<file path="src/rtl/hc40103.sv">
// 8-bit presettable synchronous down-counter, 74HC40103 pin-compatible.
// Ports keep the device pin numbering; the supply pins p8/p16 have no port.
module hc40103 (
    input  logic p1,   // clock
    input  logic p2,   // MR, synchronous reset, active-high
    input  logic p3,   // TE, terminal enable, active-low
    input  logic p4,   // P0 (LSB)
    input  logic p5,   // P1
    input  logic p6,   // P2
    input  logic p7,   // P3
    input  logic p9,   // PL, synchronous parallel load, active-low
    input  logic p10,  // P4
    input  logic p11,  // P5
    input  logic p12,  // P6
    input  logic p13,  // P7 (MSB)
    input  logic p15,  // PE, synchronous preset enable, active-low
    output logic p14   // TC, terminal count, active-low
);

    logic [7:0] r_cnt = 8'hFF;
    logic [7:0] w_preset;

    assign w_preset = {p13, p12, p11, p10, p7, p6, p5, p4};

    // PL and PE both load the preset; PL only differs in ignoring TE, which
    // the load path never looks at anyway, so the two share one branch.
    always_ff @(posedge p1) begin
        if (p2) begin
            r_cnt <= 8'hFF;
        end else if (!p9 || !p15) begin
            r_cnt <= w_preset;
        end else if (!p3) begin
            r_cnt <= r_cnt - 8'd1;
        end
    end

    assign p14 = ~((r_cnt == 8'h00) && !p3);

endmodule

</file>
<file path="config.mk">
export PLATFORM = sky130hd
export DESIGN_NAME = hc40103
export DESIGN_NICKNAME = d
export VERILOG_FILES = /design/src/rtl/hc40103.sv
export SDC_FILE = /design/constraint.sdc
export NUM_CORES = 1
export LEC_CHECK = 0
export CAP_MARGIN = 30
export CORE_AREA = 2 2 39 41
export DETAILED_ROUTE_END_ITERATION = 8
export DIE_AREA = 0 0 41 43
export GPL_TIMING_DRIVEN = 1
export SLEW_MARGIN = 20
export SYNTH_ARGS = -nofsm -noshare
export SYNTH_HDL_FRONTEND = slang
export SYNTH_SLANG_ARGS = --single-unit
</file>
<file path="constraint.sdc">
create_clock -name p1 -period 2.1 [get_ports p1]
set_input_delay 0.525 -clock p1 [delete_from_list [all_inputs] [get_ports p1]]
set_output_delay 0.525 -clock p1 [all_outputs]
set_load 0.01 [all_outputs]
</file>
==> results of run 1 <==
where the power goes:
| part | switching, W | internal, W |
|---|---|---|
| combinational | 0.0000282 | 0.0000443 |
| clock | 0.0000518 | 0.0000654 |
| sequential | 0.0000141 | 0.000163 |
| total | 0.0000941 | 0.000273 |
synth_stat cells, types with 2 or more instances:
cell type	n
nand2_1	3
nor3_1	4
inv_1	3
dfxtp_1	8
a211oi_1	2
xnor2_1	2
o211ai_1	2
nor2_1	2
and3_1	3
a311oi_1	2
ha_1	2
per-stage QoR:
step | util, % | area [sq um] | cells | setup slack [ps] | power [W]
global placement | 48.4 | 669 | 85 | -99.8 | 0.000250
CTS | 50.5 | 699 | 88 | 95.3 | 0.000375
finish | 50.5 | 699 | 88 | 102 | 0.000367
floorplan | - | 490 | 53 | 654 | 0.000211
detailed placement | 48.4 | 669 | 85 | -122 | 0.000250
global route | 50.5 | 699 | 88 | 34.9 | 0.000393
layer usage:
| layer | routed length, microns | track usage, % | part of all wire, % |
|---|---|---|---|
| met1 | 497 | 18.8 | 45 |
| met2 | 531 | 23.8 | 48 |
| met3 | 55 | 9.42 | 5.0 |
| met4 | 16 | 6.00 | 1.5 |
| met5 | 0 | 0 | 0 |
how the worst max path moves through the flow:
stage	start	endpoint	slack [ps]
detailed placement	p3	p14	-120
global route	p3	p14	30
floorplan	r_cnt[0]	r_cnt[4]	650
CTS	p3	p14	100
finish	p3	p14	100
global placement	p3	p14	-100
logic make-up (layout without fill, tap and decap cells):
group	count (synthesis)	in the layout	share of synthesized area, %
xor+xnor	3	3	5.36
compound gates	13	13	22.4
flops	8	8	32.7
buf+inv	5	24	4.08
simple gates	22	22	30.4
fa+ha+maj	2	2	5.10
critical path, delay by kind of cell:
| family | cells | cell delay, ps |
|---|---|---|
| and+or+nand+nor | 2 | 230 |
| buffers and inverters | 2 | 710 |
final cells by class:
cell class	count	area [sq um]	area share, %
Clock buffer	3	22.5	3.22
Multi-Input combinational cell	40	319	45.6
Inverter	3	11.3	1.61
Tap cell	16	20.0	2.86
Sequential cell	8	160	22.9
Timing Repair Buffer	18	166	23.8
==> summary.txt, run 1 <==
Cells and area
  • Most frequent cells in the layout: 12 x clkdlybuf4s50_1, 8 x dfxtp_1, 5 x buf_4
  • Top Registers: r_cnt x8
  • Layout cells sized above 1: 16.7%
  • Largest register FFs: 8
  • P&R area growth vs syn: 42.6%
  • # fillers: 134
  • Antenna diode count: 0
  • Largest Register: r_cnt
  • Nets@finish: 89
  • Commonest non-fill, non-tap cell in the layout: clkdlybuf4s50_1

Worst setup path
  • R2R Setup Slk: 550 ps
  • Worst Path Required: 1570 ps
  • Worst-path maximum fanout: 2
  • R2r worst-path depth: 5
  • Reg-to-Reg Start: r_cnt[0]
  • Reg2reg end: r_cnt[4]
  • CP Cell Sequence: clkdlybuf4s50_1 -> nor2_1 -> nand4b_1 -> dlygate4sd2_1
  • Crit Path Class: in -> out
  • Startpoint Class: input pin
  • Max incr delay on CP: 420 ps
  • Worst EP arrival: 1470 ps
  • CP Capture Type: output pin
  • Slowest stage cell, crit path: clkdlybuf4s50_1

Floorplan
  • IO Pins: 14
  • Chip height: 43 microns
  • Die area: 0.00176 sq mm
  • Area of the core: 0.00138 sq mm
  • Initial core utilization: 35.4%
  • Width of the die: 41 microns
  • Num rows: 14

Hold path
  • Hold Path Origin: r_cnt[4]
  • Worst Hold Class: reg -> reg
  • Worst Hold Endpoint: r_cnt[4]
  • Worst Hold Depth: 2

Clocking
  • Worst skew pair latency: 260 ps
  • Clk sink count: 8
  • H-tree Lvls: 1
  • Resized Gates After CTS: 2
  • TritonCTS buffer count: 3
  • CTS Hold Buffers Added: 0
  • Clock root buffer: clkbuf_4
  • Setup bufs post-CTS: 0
  • Clock transition at the registers of the reported paths: 50 ps
  • Clock tree buffer depth: 2
  • TritonCTS clock tree: built

Logic synthesis
  • Yosys cell types: 31
  • Mapped Cells: 53
  • Most used DFF post-synth: dfxtp_1
  • Yosys top cell area share: 32.7%
  • Mapped cell area: 490 sq um
  • Area leader, netlist: dfxtp_1
  • Avg Inst Size Synth: 9.25 sq um
  • Seq/Total Area, Yosys: 32.7%
  • Syn Nets: 68
  • Synth Register Bits: 8
  • EDFF count, synth: 0
  • Yosys warns: 0
  • Area contributors post-synth: dfxtp_1 33%, ha_1 5.1%, nor4_4 4.3%, nor3_1 4.1%, and3_1 3.8%
  • Ys async rst share: 0%

Global route
  • GRT Residual Overflow: 0
  • First-pass GRT wire length: 1840 microns
  • Initial antenna violation count: 0
  • Vias in the first global route: 439
  • GR Util All Layers: 16.2%
  • Largest net degree at the start of global routing: 10

STA
  • Setup repair after global routing missed its margin: no
  • Clock Skew: 6.94 ps
  • Final period util: 95.2%
  • Worst slew margin: 74.0%
  • Worst hold slack: 619 ps
  • Fmax: 0.500 GHz
  • Setup-failing EPs final: 0
  • Slew Viols, Final: 0
  • Final Hold Viols: 0
  • Slew @ Worst Pin: 388 ps
  • Setup TNS: 0 ps
  • Min Clock Period, post-route: 2000 ps

Run
  • Max-Cap Viols: 0

Power and ir drop
  • Max VDD drop: 329 uV
  • Lkg Pwr: 0.278 nW
  • Power Dens Cells: 524 mW/mm^2

Drt
  • Final ANT Viol Nets: 0
  • Vias per inst: 5.32
  • DR iter-0 viols: 4
  • Wire length per cell: 12.5 microns
  • WL final: 1100 microns
  • Drt pass-1 iters: 3
  • DR vias: 468
  • DRC viols: 0

Placement
  • GP Congestion: 0.667
  • Input/output buffers: 13
  • Dpl hpwl: 843 microns

Status
  • Outcome: complete, no violations
(Power assumes the default switching activity.)
==> run 2, diff against run 1 <==
Settings changed: CTS_CLUSTER_SIZE set to 10.
==> results of run 2 <==
The final DEF is identical to that of run 1; final timing and power are the same.
